--- config.mk ---
export PLATFORM = sky130hd
export DESIGN_NAME = pim_bus_slave
export DESIGN_NICKNAME = d
export VERILOG_FILES = /design/src/rtl/pim_pkg.sv /design/src/rtl/pim_res_buf.sv /design/src/rtl/pim_bus_slave.sv
export SDC_FILE = /design/constraint.sdc
export NUM_CORES = 1
export LEC_CHECK = 0
export ABC_CLOCK_PERIOD_IN_PS = 4400
export CAP_MARGIN = 20
export CORE_MARGIN = 10
export CORE_UTILIZATION = 48
export CTS_CLUSTER_SIZE = 25
export DETAILED_ROUTE_END_ITERATION = 8
export PLACE_DENSITY_LB_ADDON = 0.1
export SLEW_MARGIN = 20
export SYNTH_ARGS = -nofsm -noshare
export SYNTH_HDL_FRONTEND = slang
export SYNTH_SLANG_ARGS = --single-unit
--- constraint.sdc ---
create_clock -name i_clk -period 4.4 [get_ports i_clk]
set_input_delay 0.44 -clock i_clk [delete_from_list [all_inputs] [get_ports i_clk]]
set_output_delay 0.44 -clock i_clk [all_outputs]
set_load 0.02 [all_outputs]
--- src/rtl/pim_pkg.sv ---
// pim_pkg: address map, status bit positions and FSM state type for the PIM bus responder.
package pim_pkg;
  localparam logic [31:0] PIM_CTRL         = 32'h4000_0010;
  localparam logic [31:0] PIM_R            = 32'h4000_0020;
  localparam logic [31:0] PIM_W_WEIGHT     = 32'h4000_0040;
  localparam logic [31:0] PIM_W_ACTIVATION = 32'h4000_0080;
  localparam logic [31:0] PIM_W_KEY        = 32'h4000_0100;
  localparam logic [31:0] PIM_W_VREF       = 32'h4000_0200;
  localparam int ACT_WORDS = 8;
  localparam int RES_WORDS = 8;
  localparam int WADDR_W   = 8;
  localparam int ST_BUSY  = 0;
  localparam int ST_VALID = 1;
  localparam int ST_ERR   = 2;
  typedef enum logic [2:0] {IDLE, LOAD_ACT, COMPUTE, COLLECT, VALID} e_pim_state;
endpackage

--- src/rtl/pim_res_buf.sv ---
// pim_res_buf: result buffer filled once by the macro and drained in order by bus reads.
module pim_res_buf
  import pim_pkg::*;
#(
  parameter int DEPTH = RES_WORDS
) (
  input  logic        i_clk,
  input  logic        i_rst_n,
  input  logic        clr,
  input  logic        wr_en,
  input  logic [31:0] wr_data,
  input  logic        rd_en,
  output logic [31:0] rd_data,
  output logic        full,
  output logic        empty,
  output logic        last
);
  localparam int AW = $clog2(DEPTH);
  localparam int PW = $clog2(DEPTH + 1);
  logic [31:0]   mem [DEPTH];
  logic [PW-1:0] wr_ptr, rd_ptr;
  assign full    = wr_ptr == PW'(DEPTH);
  assign empty   = rd_ptr == wr_ptr;
  assign last    = rd_ptr == PW'(DEPTH - 1);
  assign rd_data = empty ? 32'h0 : mem[rd_ptr[AW-1:0]];
  always_ff @(posedge i_clk or negedge i_rst_n)
    if (!i_rst_n) begin
      wr_ptr <= '0;
      rd_ptr <= '0;
    end else if (clr) begin
      wr_ptr <= '0;
      rd_ptr <= '0;
    end else begin
      if (wr_en && !full) wr_ptr <= wr_ptr + 1'b1;
      if (rd_en && !empty) rd_ptr <= rd_ptr + 1'b1;
    end
  always_ff @(posedge i_clk)
    if (wr_en && !full) mem[wr_ptr[AW-1:0]] <= wr_data;
endmodule

--- src/rtl/pim_bus_slave.sv ---
// pim_bus_slave: decodes DMA word accesses into PIM macro weight/activation/key/vref traffic and buffers results.
module pim_bus_slave
  import pim_pkg::*;
#(
  parameter int P_ACT_WORDS = ACT_WORDS,
  parameter int P_RES_WORDS = RES_WORDS
) (
  input  logic               i_clk,
  input  logic               i_rst_n,
  input  logic [31:0]        i_addr,
  input  logic               i_write,
  input  logic               i_read,
  input  logic [3:0]         i_size,
  input  logic [31:0]        i_wr_data,
  output logic [31:0]        o_rd_data,
  output logic [3:0]         o_macro_sel,
  output logic               o_w_we,
  output logic [WADDR_W-1:0] o_w_addr,
  output logic [31:0]        o_w_data,
  output logic               o_act_valid,
  output logic [31:0]        o_act_data,
  output logic               o_compute_start,
  input  logic               i_macro_done,
  input  logic               i_res_valid,
  input  logic [31:0]        i_res_data,
  output logic [31:0]        o_key,
  output logic [31:0]        o_vref
);
  localparam int CW = P_ACT_WORDS > 1 ? $clog2(P_ACT_WORDS) : 1;
  e_pim_state        state, nxt;
  logic              err;
  logic [WADDR_W-1:0] w_ptr;
  logic [CW-1:0]     act_cnt;
  logic [31:0]       win, status, buf_rd;
  logic [3:0]        sel;
  logic hit_ctrl, hit_r, hit_w, hit_act, hit_key, hit_vref, hit_macro;
  logic req, legal, wr_ok, rd_ok, busy, act_state, act_ok, act_last;
  logic soft_rst, r_ok, err_set, buf_clr, buf_full, buf_empty, buf_last;
  assign win       = i_addr & ~32'hF;
  assign sel       = i_addr[3:0];
  assign hit_ctrl  = win == PIM_CTRL;
  assign hit_r     = win == PIM_R;
  assign hit_w     = win == PIM_W_WEIGHT;
  assign hit_act   = win == PIM_W_ACTIVATION;
  assign hit_key   = win == PIM_W_KEY;
  assign hit_vref  = win == PIM_W_VREF;
  assign hit_macro = hit_w || hit_act || hit_key || hit_vref;
  // CTRL ignores the sel nibble; every other window needs exactly one sel bit
  assign req       = i_write || i_read;
  assign legal     = i_size == 4'b1111 && (hit_ctrl || ($onehot(sel) && (hit_r || hit_macro)));
  assign wr_ok     = i_write && legal;
  assign rd_ok     = i_read && legal && !i_write;
  assign busy      = state == COMPUTE || state == COLLECT;
  assign act_state = state == IDLE || state == LOAD_ACT;
  assign act_ok    = wr_ok && hit_act && act_state;
  assign act_last  = act_ok && act_cnt == CW'(P_ACT_WORDS - 1);
  assign soft_rst  = wr_ok && hit_ctrl && i_wr_data[0];
  assign r_ok      = rd_ok && hit_r && state == VALID;
  assign buf_clr   = soft_rst || (r_ok && buf_last);
  assign status    = {29'b0, err, state == VALID, busy};
  assign err_set   = (req && !legal) || (i_write && i_read) || (wr_ok && hit_w && busy) ||
                     (wr_ok && hit_act && !act_state) || (i_read && legal && hit_r && state != VALID);
  pim_res_buf #(.DEPTH(P_RES_WORDS)) u_buf (
    .i_clk   (i_clk),
    .i_rst_n (i_rst_n),
    .clr     (buf_clr),
    .wr_en   (i_res_valid && state == COLLECT),
    .wr_data (i_res_data),
    .rd_en   (r_ok),
    .rd_data (buf_rd),
    .full    (buf_full),
    .empty   (buf_empty),
    .last    (buf_last)
  );
  always_ff @(posedge i_clk or negedge i_rst_n)
    if (!i_rst_n) state <= IDLE;
    else state <= nxt;
  always_comb begin
    nxt = state;
    case (state)
      IDLE:     nxt = act_last ? COMPUTE : act_ok ? LOAD_ACT : IDLE;
      LOAD_ACT: nxt = act_last ? COMPUTE : LOAD_ACT;
      COMPUTE:  nxt = i_macro_done ? COLLECT : COMPUTE;
      COLLECT:  nxt = buf_full ? VALID : COLLECT;
      VALID:    nxt = r_ok && buf_last ? IDLE : VALID;
      default:  nxt = IDLE;
    endcase
    if (soft_rst) nxt = IDLE;
  end
  always_ff @(posedge i_clk or negedge i_rst_n)
    if (!i_rst_n) begin
      err             <= 1'b0;
      act_cnt         <= '0;
      w_ptr           <= '0;
      o_rd_data       <= '0;
      o_macro_sel     <= '0;
      o_w_we          <= 1'b0;
      o_w_addr        <= '0;
      o_w_data        <= '0;
      o_act_valid     <= 1'b0;
      o_act_data      <= '0;
      o_compute_start <= 1'b0;
      o_key           <= '0;
      o_vref          <= '0;
    end else begin
      err             <= (err && !soft_rst) || err_set;
      act_cnt         <= soft_rst || act_last ? '0 : act_ok ? act_cnt + 1'b1 : act_cnt;
      o_rd_data       <= !rd_ok ? 32'h0 : hit_ctrl ? status : r_ok ? buf_rd : 32'h0;
      o_w_we          <= wr_ok && hit_w && !busy;
      o_act_valid     <= act_ok;
      o_compute_start <= act_last;
      if (req && legal && hit_macro) o_macro_sel <= sel;
      if (wr_ok && hit_w && !busy) begin
        o_w_addr <= w_ptr;
        o_w_data <= i_wr_data;
        w_ptr    <= w_ptr + 1'b1;
      end
      if (wr_ok && hit_ctrl && i_wr_data[1]) begin
        o_w_addr <= '0;
        w_ptr    <= '0;
      end
      if (act_ok) o_act_data <= i_wr_data;
      if (wr_ok && hit_key) o_key <= i_wr_data;
      if (wr_ok && hit_vref) o_vref <= i_wr_data;
    end
endmodule

==> results of run 1 <==
[synthesized netlist by cell type, drive strengths merged (4+ instances only)]
| cell | number | area, um2 |
|---|---|---|
| o21ai | 16 | 80.1 |
| ha | 8 | 100 |
| or2 | 4 | 27.5 |
| nor2 | 59 | 221 |
| nand4 | 4 | 25.0 |
| inv | 12 | 45.0 |
| edfxtp | 256 | 7690 |
| buf | 19 | 98.8 |
| dfrtp | 198 | 4950 |
| nor4 | 14 | 124 |
| or3 | 10 | 62.6 |
| nor4b | 5 | 43.8 |
| mux4 | 64 | 1440 |
| xor2 | 6 | 52.6 |
| nand3 | 13 | 65.1 |
| nand2 | 225 | 845 |
| mux2i | 31 | 310 |
| nor3 | 10 | 55.1 |
| nand2b | 4 | 25.0 |
| a21oi | 10 | 50.1 |
| or4 | 4 | 30.0 |
| mux2 | 73 | 837 |
| clkbuf | 35 | 131 |
| xnor2 | 8 | 70.1 |
| nor2b | 5 | 31.3 |
[state kept, by name, summed over array words and instances, names as in the netlist, 8 cells and up]
| name | cells |
|---|---|
| o_vref | 32 |
| o_act_data | 32 |
| o_rd_data | 32 |
| o_w_addr | 8 |
| u_buf.mem | 256 |
| o_key | 32 |
| w_ptr | 8 |
| o_w_data | 32 |
[cell type report]
class                           count  area (um2)  share of cell area [%]
Antenna cell                        1        2.50                  0.0110
Clock buffer                       69        1370                    6.03
Clock inverter                     13         170                   0.749
Inverter                           12        45.0                   0.198
Multi-Input combinational cell    608        4860                    21.4
Sequential cell                   454       12600                    55.7
Tap cell                          468         586                    2.58
Timing Repair Buffer              304        3020                    13.3
[cells by family (layout without fill, tap and decap cells)]
logic type,Yosys count,count (layout),synth area share (%)
flops,454,454,71.4
simple gates,377,377,9.66
mux,168,168,14.6
buf+inv,66,398,1.55
compound gates,40,40,1.41
xor+xnor,14,14,0.692
fa+ha+maj,9,9,0.678
other cells,0,1,0
[final timing paths]
check | to | depth (start not counted) | startpoint
worst max-delay path | o_vref[4] | 13 | i_addr[0]
worst min-delay path | o_act_data[29] | 1 | i_rst_n
worst max register to register | o_rd_data[27] | 6 | u_buf.rd_ptr[0]
worst min register to register | o_w_data[3] | 2 | o_w_data[3]
max in group asynchronous | o_w_data[12] | 2 | i_rst_n
min in group i_clk | o_w_data[3] | 2 | o_w_data[3]
[metrics by stage]
step / std cells / util, % / instance area (um2) / total power [mW] / worst slack, ps
CTS: 1928 / 62.2 / 22700 / 8.72 / 1020
finish: 1929 / 62.2 / 22700 / 8.63 / 1000
detailed placement: 1846 / 57.9 / 21200 / 4.80 / 471
global placement: 1846 / 57.9 / 21200 / 4.80 / 530
global route: 1928 / 62.2 / 22700 / 8.90 / 855
floorplan: 1128 / - / 17700 / 4.61 / 461
[per-layer routing]
layer  share of wire, %  vias to the layer above
met5              0.082                        -
met4                1.9                        6
met3                7.2                       63
met2                 48                      336
met1                 43                     5311
li1                   -                     4730
[placed cells by master (no fill, tap or decap), drive strengths merged, types with 2 or more instances in the layout]
cell	synthesis	routed
a2111o	2	2
a21oi	10	10
a22oi	3	3
and2	3	3
and3	3	3
and4	2	2
buf	19	24
bufinv	0	4
clkbuf	35	70
clkdlybuf4s50	0	279
clkinv	0	8
dfrtp	198	198
edfxtp	256	256
ha	8	8
inv	12	13
mux2	73	73
mux2i	31	31
mux4	64	64
nand2	225	225
nand2b	4	4
nand3	13	13
nand3b	3	3
nand4	4	4
nor2	59	59
nor2b	5	5
nor3	10	10
nor3b	3	3
nor4	14	14
nor4b	5	5
o21ai	16	16
or2	4	4
or3	10	10
or3b	3	3
or4	4	4
xnor2	8	8
xor2	6	6
[power groups by stage]
stage	clock network (mW)	logic (mW)	registers, mW
3_3_place_gp	0	0.211	4.59
4_1_cts	4.01	0.216	4.50
5_1_grt	4.16	0.233	4.50
6_report	3.91	0.213	4.50
2_1_floorplan	0	0.0250	4.59
3_5_place_dp	0	0.215	4.59
==> metrics.csv, run 1 <==
metric,value,unit
outcome,finished with violations,
failing checks,hold timing,
port buffer count,280,
layout cells sized above 1,17.0,%
grt ovf,0,
DR pass1 iterations,5,
Sw Share,19.2,%
Max Fclk,294,MHz
DR iter-0 viols,658,
critical path type,input port to register,
grt met2 use,31.2,%
cts repair resizes,0,
PD cells,380,nW/um2
Synth Register Bits,454,
number of synthesized flops with an enable pin,256,
Die Y,212,um
actual slew at the worst max-slew pin,985,ps
combinational share of power,2.5,%
met1 Track Usage GR,25.4,%
sequential power share,52.2,%
Initial Util,48.5,%
final setup fails,0,
# fillers,2773,
# rows,70,
minimum clock period,3400,ps
RSZ-0062 raised after global routing,false,
CTS tree,built,
"IR drop worst, VDD",411,uV
vias in the first global route,10500,
Worst setup EP type,register,
Crit-path slowest cell,fa_1,
# Post-CTS Setup Buffers,0,
worst hold path type,input port to async pin,
Worst R2R Setup Slack,1680,ps
Worst Skew,12.2,ps
routability cong.,0.827,
WHS,-21.4,ps
Worst EP arrival,3810,ps
register area share after synthesis,71.4,%
first-pass GRT wire length,65400,um
worst path buffer plus inverter count,4,
total negative slack,0,ps
CTS sink cnt,454,
clock power share,45.4,%
Worst-path clk slew,60,ps
Static Leak,8.76,nW
Syn Area/Cell,15.7,um2
Area Overhead vs Synth,28.2,%
drt total wl,43900,um
CP Data Required Time,4810,ps
ys async rst share,43.6,%
Crit path max-delay family,adder cells,
clk root buf,clkbuf_16,
ys flop type,edfxtp_1,
# H-tree levels,2,
worst-path maximum fanout,32,
die area,45000,um2
Final #Nets,1541,
P_int,6.98,mW
DR DRC count,0,
Ports,281,
Synth cell types,56,
Post-Synthesis Cells,1128,
Die Width,212,um
Final Hold Viols,13,
area of the mapped netlist,17700,um2
period utilization,77.2,%
gr busiest metal,met2,
GRT Util Overall,19.1,%
largest net degree at the start of global routing,100,
met3 Resource Use GR,4.40,%
DR vias,10400,
max incr delay on CP,530,ps
crit-path cells,"clkdlybuf4s50_1, inv_1, fa_1, inv_1, ha_1, ha_1, nor3b_1, a21oi_1, o32a_1, or2_4, nor4_4, buf_12, mux2_2",
max-cap violations,0,
slew margin rel.,34.3,%
CP startpoint kind,input port,
Num CTS Buffers,46,
Hold Buf Count CTS,0,
syn_nets,1243,
Clock Tree Buf Depth,3,
Yosys warnings,0,
dpl hpwl,28200,um
"antenna viol nets, final",0,
max-slew violation count,0,
Core ar.,36500,um2
Vias per Instance,5.42,
initial antenna violation count,3,
Wirelength per Cell,22.8,um
Switch Pwr,1.66,mW
Worst-Skew Late Latency,540,ps
Note: power is estimated with default switching activity, not from simulation.
==> run 2: changes to the inputs <==
- ABC_CLOCK_PERIOD_IN_PS: 4400 -> 3300
- CORE_UTILIZATION: 48 -> 54
- clock period: 4.4 -> 3.3 ns (I/O delays scaled with it)
==> run 2 against run 1 <==
  * The flow now finishes without violations
  * Flip-flop and latch count stayed put
  * First-iteration DRC count increased by 19%
  * Combinational power grew 48%
  * Sequential power grew 33%
  * Critical path depth rose by 1
  * Setup slack worse by 930 ps
  * Largest power group unchanged
  * Largest cell class unchanged
  * Clock-buffer cell count down 9
  * Routed wire length is 1.6% lower
==> metrics.csv, run 2 (synthesized netlist as in run 1, its figures left out) <==
metric,value,unit,change
Wirelength per Cell,22.4,um,-1.8%
CP startpoint kind,input port,,
die area,40400,um2,-10%
Sw Share,19.6,%,+0.39 points
Die Y,201,um,-5.2%
Worst-path clk slew,60,ps,about the same
RSZ-0062 raised after global routing,false,,
post-route insts no fill,1933,,+0.21%
DR vias,10600,,+1.9%
Clock Tree Buf Depth,3,,unchanged
DR pass1 iterations,5,,unchanged
drt total wl,43200,um,-1.6%
combinational share of power,2.7,%,+0.2 points
Num CTS Buffers,46,,unchanged
worst-path maximum fanout,8,,-75%
power consumption,11.6,mW,+34%
max-cap violations,0,,unchanged
initial antenna violation count,3,,unchanged
pre-CTS WS,-611,ps,-1080 ps
max FFs per register,256,,unchanged
Area Overhead vs Synth,30.4,%,
P_int,9.32,mW,+34%
CTS tree,built,,
clock power share,45.5,%,about the same
dpl cell area,21400,um2,+1.1%
DR DRC count,0,,unchanged
setup ws final,72.2,ps,-930 ps
Max Fclk,310,MHz,
CTS sink cnt,454,,unchanged
Static Leak,8.97,nW,+2.4%
PD cells,502,nW/um2,+32%
Initial Util,54.6,%,+6.1 points
first-pass GRT wire length,65900,um,+0.73%
port buffer count,280,,unchanged
max-slew violation count,0,,unchanged
"Core Util, Final",71.1,%,+9.0 points
Worst setup EP type,register,,
slew margin rel.,38.4,%,+4.0 points
Cells after DPL,1843,,-0.16%
minimum clock period,3230,ps,
"commonest non-fill, non-tap cell in the layout",clkdlybuf4s50_1,,
actual slew at the worst max-slew pin,925,ps,-60.4 ps
Final Hold Viols,0,,-13
GRT Util Overall,20.8,%,+1.7 points
worst hold path type,input port to register,,
Worst-Skew Late Latency,560,ps,+20 ps
final setup fails,0,,unchanged
routability cong.,0.857,,+3.6%
period utilization,97.8,%,
Worst Skew,21.3,ps,+9.11 ps
cell area after layout,23100,um2,+1.7%
clk root buf,clkbuf_16,,
Worst EP arrival,3650,ps,-160 ps
dpl hpwl,27600,um,-2.1%
vias in the first global route,10800,,+2.5%
"antenna viol nets, final",0,,unchanged
Final #Nets,1570,,+1.9%
CP Data Required Time,3720,ps,-1090 ps
outcome,"finished, final reports clean",,
Ports,281,,unchanged
Vias per Instance,5.50,,+1.6%
# H-tree levels,2,,unchanged
Core ar.,32500,um2,-11%
layout cells sized above 1,19.2,%,+2.2 points
# rows,66,,-5.7%
critical path type,input port to register,,
Switch Pwr,2.27,mW,+37%
"IR drop worst, VDD",414,uV,+0.71%
largest net degree at the start of global routing,76,,-24%
DR iter-0 viols,781,,+19%
Die Width,201,um,-5.2%
most frequent cells in the layout,"278 x clkdlybuf4s50_1, 256 x edfxtp_1, 225 x nand2_1, 195 x dfrtp_1, 65 x mux2_2",,
sequential power share,51.8,%,-0.4 points
grt ovf,0,,unchanged
run 2: cell count changes in the layout (fill, tap and decap cells not counted), sizes merged:
cell and delta:
bufinv +1, dlymetal6s2s +1, clkinv +8, clkbuf -7
dlygate4sd3 +1, clkinvlp +1, buf +26, clkdlybuf4s50 -1
run 2: worst max-delay path, cell delays in order:
cell,delay (ps)
clkdlybuf4s50_1,480
inv_1,60
fa_1,510
inv_1,50
ha_1,200
ha_4,240
nor3b_4,240
a21oi_1,90
o32a_1,190
or2_4,280
nor4_4,280
buf_6,190
clkbuf_16,180
mux2_2,330
run 2: area by class of cell:
class	count	area (um2)
clock inverter	23	269
fill	2149	9370
antenna	1	2.50
clock buffer	60	1290
tap	442	553
inverter	12	45.0
multi-input combinational	608	4890
timing repair buffer	333	3380
sequential	454	12600
run 2: final timing paths:
check	from	end	slack, ps	cells past startpoint
max	i_addr[1]	o_key[22]	70	14
min	i_addr[0]	o_macro_sel[0]	210	3
max reg2reg	u_buf.wr_ptr[0]	u_buf.mem[0][17]	740	6
min reg2reg	o_w_data[27]	o_w_data[27]	460	2
max in group asynchronous	i_rst_n	o_key[19]	2050	3
min in group asynchronous	i_rst_n	o_macro_sel[3]	380	2
run 2: repair_timing:
item,CTS,global route
pin swaps,0,6
endpoints found under the setup margin,68,64
gates resized for setup,2,7
hold buffers,1,0
setup buffers,0,2
gates cloned,0,3
hold endpoints to repair,61,0
run 2: power groups by stage:
stage	combinational [mW]	sequential [mW]	clock [mW]
after floorplan	0.0333	6.12	0
after global placement	0.295	6.12	0
after detailed placement	0.300	6.12	0
after CTS	0.305	6.00	5.38
after global routing	0.343	6.00	5.60
final	0.316	6.00	5.27
run 2: through the flow:
stage               TNS (ps)  hold WS [ps]
finish                     0           209
global route               0           194
CTS                        0           378
detailed placement    -79700           378
global placement      -65660           375
floorplan             -73890          34.4
run 2: per-layer routing:
| metal | wire [um] | share of wire (%) | up-vias | track usage (%) |
|---|---|---|---|---|
| li1 | - | - | 4795 | - |
| met5 | 22 | 0.051 | - | 0 |
| met4 | 861 | 2.0 | 4 | 5.22 |
| met2 | 21200 | 49 | 366 | 34.2 |
| met1 | 18300 | 42 | 5415 | 27.7 |
| met3 | 2820 | 6.5 | 60 | 4.55 |
==> run 3: changes to the inputs <==
- CORE_UTILIZATION: 54 -> 55
- CTS_BUF_LIST: not set -> sky130_fd_sc_hd__clkbuf_8
- GPL_ROUTABILITY_DRIVEN: not set -> 0
==> run 3 against run 2 <==
  * Critical path depth decreased by 1
  * Register-to-register slack better by 20 ps
  * Sequential share of layout area up 0.48 points
  * First-iteration DRC count shrank 28%
  * Combinational power down 3%
  * Clock skew is 16 ps higher
  * Maximum frequency up 2.1%
  * Sequential power barely moved
  * Critical path type unchanged
  * Largest cell class unchanged
  * Largest power group unchanged
  * Highest routed layer unchanged
==> metrics.csv, run 3 (synthesized netlist as in run 1, its figures left out) <==
metric,value,unit,change
max FFs per register,256,,unchanged
dpl cell area,21400,um2,about the same
Ports,281,,unchanged
RSZ-0062 raised after global routing,false,,
actual slew at the worst max-slew pin,940,ps,+14.9 ps
Wirelength per Cell,22.6,um,+1.0%
PD cells,475,nW/um2,-5.4%
DR DRC count,0,,unchanged
worst hold path type,input port to async pin,,
Worst-path clk slew,60,ps,about the same
Die Width,199,um,-0.82%
CP startpoint kind,input port,,
total negative slack,0,ps,unchanged
Crit-path slowest cell,fa_1,,
port buffer count,280,,unchanged
setup ws final,138,ps,+66.2 ps
Crit path max-delay family,adder cells,,
period utilization,95.8,%,-2.0 points
"Core Util, Final",72.3,%,+1.2 points
Max Fclk,316,MHz,+2.1%
most frequent cells in the layout,"279 x clkdlybuf4s50_1, 256 x edfxtp_1, 225 x nand2_1, 195 x dfrtp_1, 88 x clkbuf_8",,
DR pass1 iterations,7,,+2
slew margin rel.,37.4,%,-0.99 points
GRT Util Overall,21.8,%,+1.0 points
worst path buffer plus inverter count,4,,-1
Initial Util,56.0,%,+1.4 points
Clock Tree Buf Depth,3,,unchanged
DR iter-0 viols,561,,-28%
cell area after layout,22900,um2,-0.85%
Register Area,12700,um2,about the same
crit-path cells,"clkdlybuf4s50_1, inv_1, fa_1, inv_1, ha_1, ha_4, nor3b_2, a21oi_1, o32a_1, or2_4, nor4_4, buf_12, mux2_2",,
final setup fails,0,,unchanged
Area Overhead vs Synth,29.3,%,
Worst-Skew Late Latency,580,ps,+20 ps
max incr delay on CP,550,ps,+40 ps
largest net degree at the start of global routing,81,,+6.6%
"IR drop worst, VDD",562,uV,+36%
layout cells sized above 1,20.2,%,+1.0 points
worst-path maximum fanout,32,,+24
Core ar.,31600,um2,-2.5%
Final #Nets,1597,,+1.7%
minimum clock period,3160,ps,-66.2 ps
Worst EP arrival,3590,ps,-60 ps
Num CTS Buffers,73,,+59%
dpl hpwl,28900,um,+5.0%
Worst Skew,37.1,ps,+15.8 ps
"commonest non-fill, non-tap cell in the layout",clkdlybuf4s50_1,,
CTS tree,built,,
die area,39800,um2,-1.6%
Static Leak,9.01,nW,+0.38%
vias in the first global route,10900,,+1.6%
drt total wl,43900,um,+1.5%
first-pass GRT wire length,66000,um,+0.18%
pre-CTS WS,-598,ps,+12.8 ps
Die Y,199,um,-0.82%
outcome,"finished, final reports clean",,
Worst setup EP type,register,,
Worst R2R Setup Slack,760,ps,+20 ps
# H-tree levels,3,,+1
max-cap violations,0,,unchanged
grt ovf,0,,unchanged
crit-path most repeated cell,inv_1,,
Final Hold Viols,0,,unchanged
clk root buf,clkbuf_8,,
DR vias,10700,,+0.47%
critical path type,input port to register,,
multi-input logic area,4880,um2,-0.26%
max-slew violation count,0,,unchanged
CTS sink cnt,454,,unchanged
initial antenna violation count,5,,+2
Vias per Instance,5.50,,about the same
# rows,65,,-1.5%
# fillers,2071,,-3.6%
CP Data Required Time,3730,ps,about the same
"antenna viol nets, final",0,,unchanged
[run 3: changes by cell type in the layout (fill, tap and decap cells not counted), sizes merged]
cell | previous run | this run
clkinv | 16 | 15
clkdlybuf4s50 | 278 | 279
buf | 50 | 51
diode | 1 | 2
inv | 13 | 39
bufinv | 5 | 0
clkbuf | 63 | 89
clkinvlp | 1 | 2
dlymetal6s2s | 1 | 0
[run 3: repair_timing]
| action | CTS | global route |
|---|---|---|
| cloned | 1 | 1 |
| pin swaps | 2 | 4 |
| hold endpoints to repair | 76 | 0 |
| endpoints found under the setup margin | 11 | 74 |
| hold buffers | 1 | 0 |
| gates resized for setup | 3 | 1 |
| buffers inserted | 1 | 1 |
[run 3: path summary, 6_finish.rpt]
kind	startpoint	to	cells after the start
worst min-delay path	i_rst_n	o_macro_sel[0]	2
worst max register to register	u_buf.wr_ptr[0]	u_buf.mem[0][16]	6
worst min register to register	o_w_data[30]	o_w_data[30]	2
worst max-delay path	i_addr[0]	o_vref[11]	13
max in group asynchronous	i_rst_n	w_ptr[6]	3
min in group i_clk	i_wr_data[29]	o_w_data[29]	3
[run 3: through the flow]
stage	cells	hold WS, ps	power, mW
after floorplan	1128	34.4	6.15
after global placement	1804	418	6.41
after detailed placement	1804	419	6.41
after CTS	1938	361	11.0
after global routing	1942	384	11.3
final	1942	363	10.9
[run 3: metal layers]
metal	up-vias	track usage, %	share of wire [%]
li1	4856	-	-
met1	5364	28.4	41
met2	387	35.7	49
met3	79	5.20	7.8
met4	4	6.81	2.4
met5	-	0	0.073
[run 3: where the power goes]
group | internal, mW | leakage, nW | total (mW) | switching [mW]
Clock | 2.41 | 0.821 | 4.56 | 2.15
Combinational | 0.147 | 3.14 | 0.306 | 0.159
Sequential | 6.00 | 5.05 | 6.00 | 0.000000000431
[run 3: worst register-to-register path: stages (launching register included)]
cell and delay (ps):
dfrtp_1 520, inv_1 140, ha_1 220, nand4b_1 170, nand3_1 340, nor4_4 240, buf_4 530
[run 3: cell type report]
class | count | share of cell area [%]
inverter | 12 | 0.197
timing repair buffer | 333 | 14.8
multi-input combinational | 608 | 21.3
sequential | 454 | 55.3
antenna | 2 | 0.0219
clock buffer | 87 | 5.23
clock inverter | 44 | 0.924
tap | 402 | 2.20
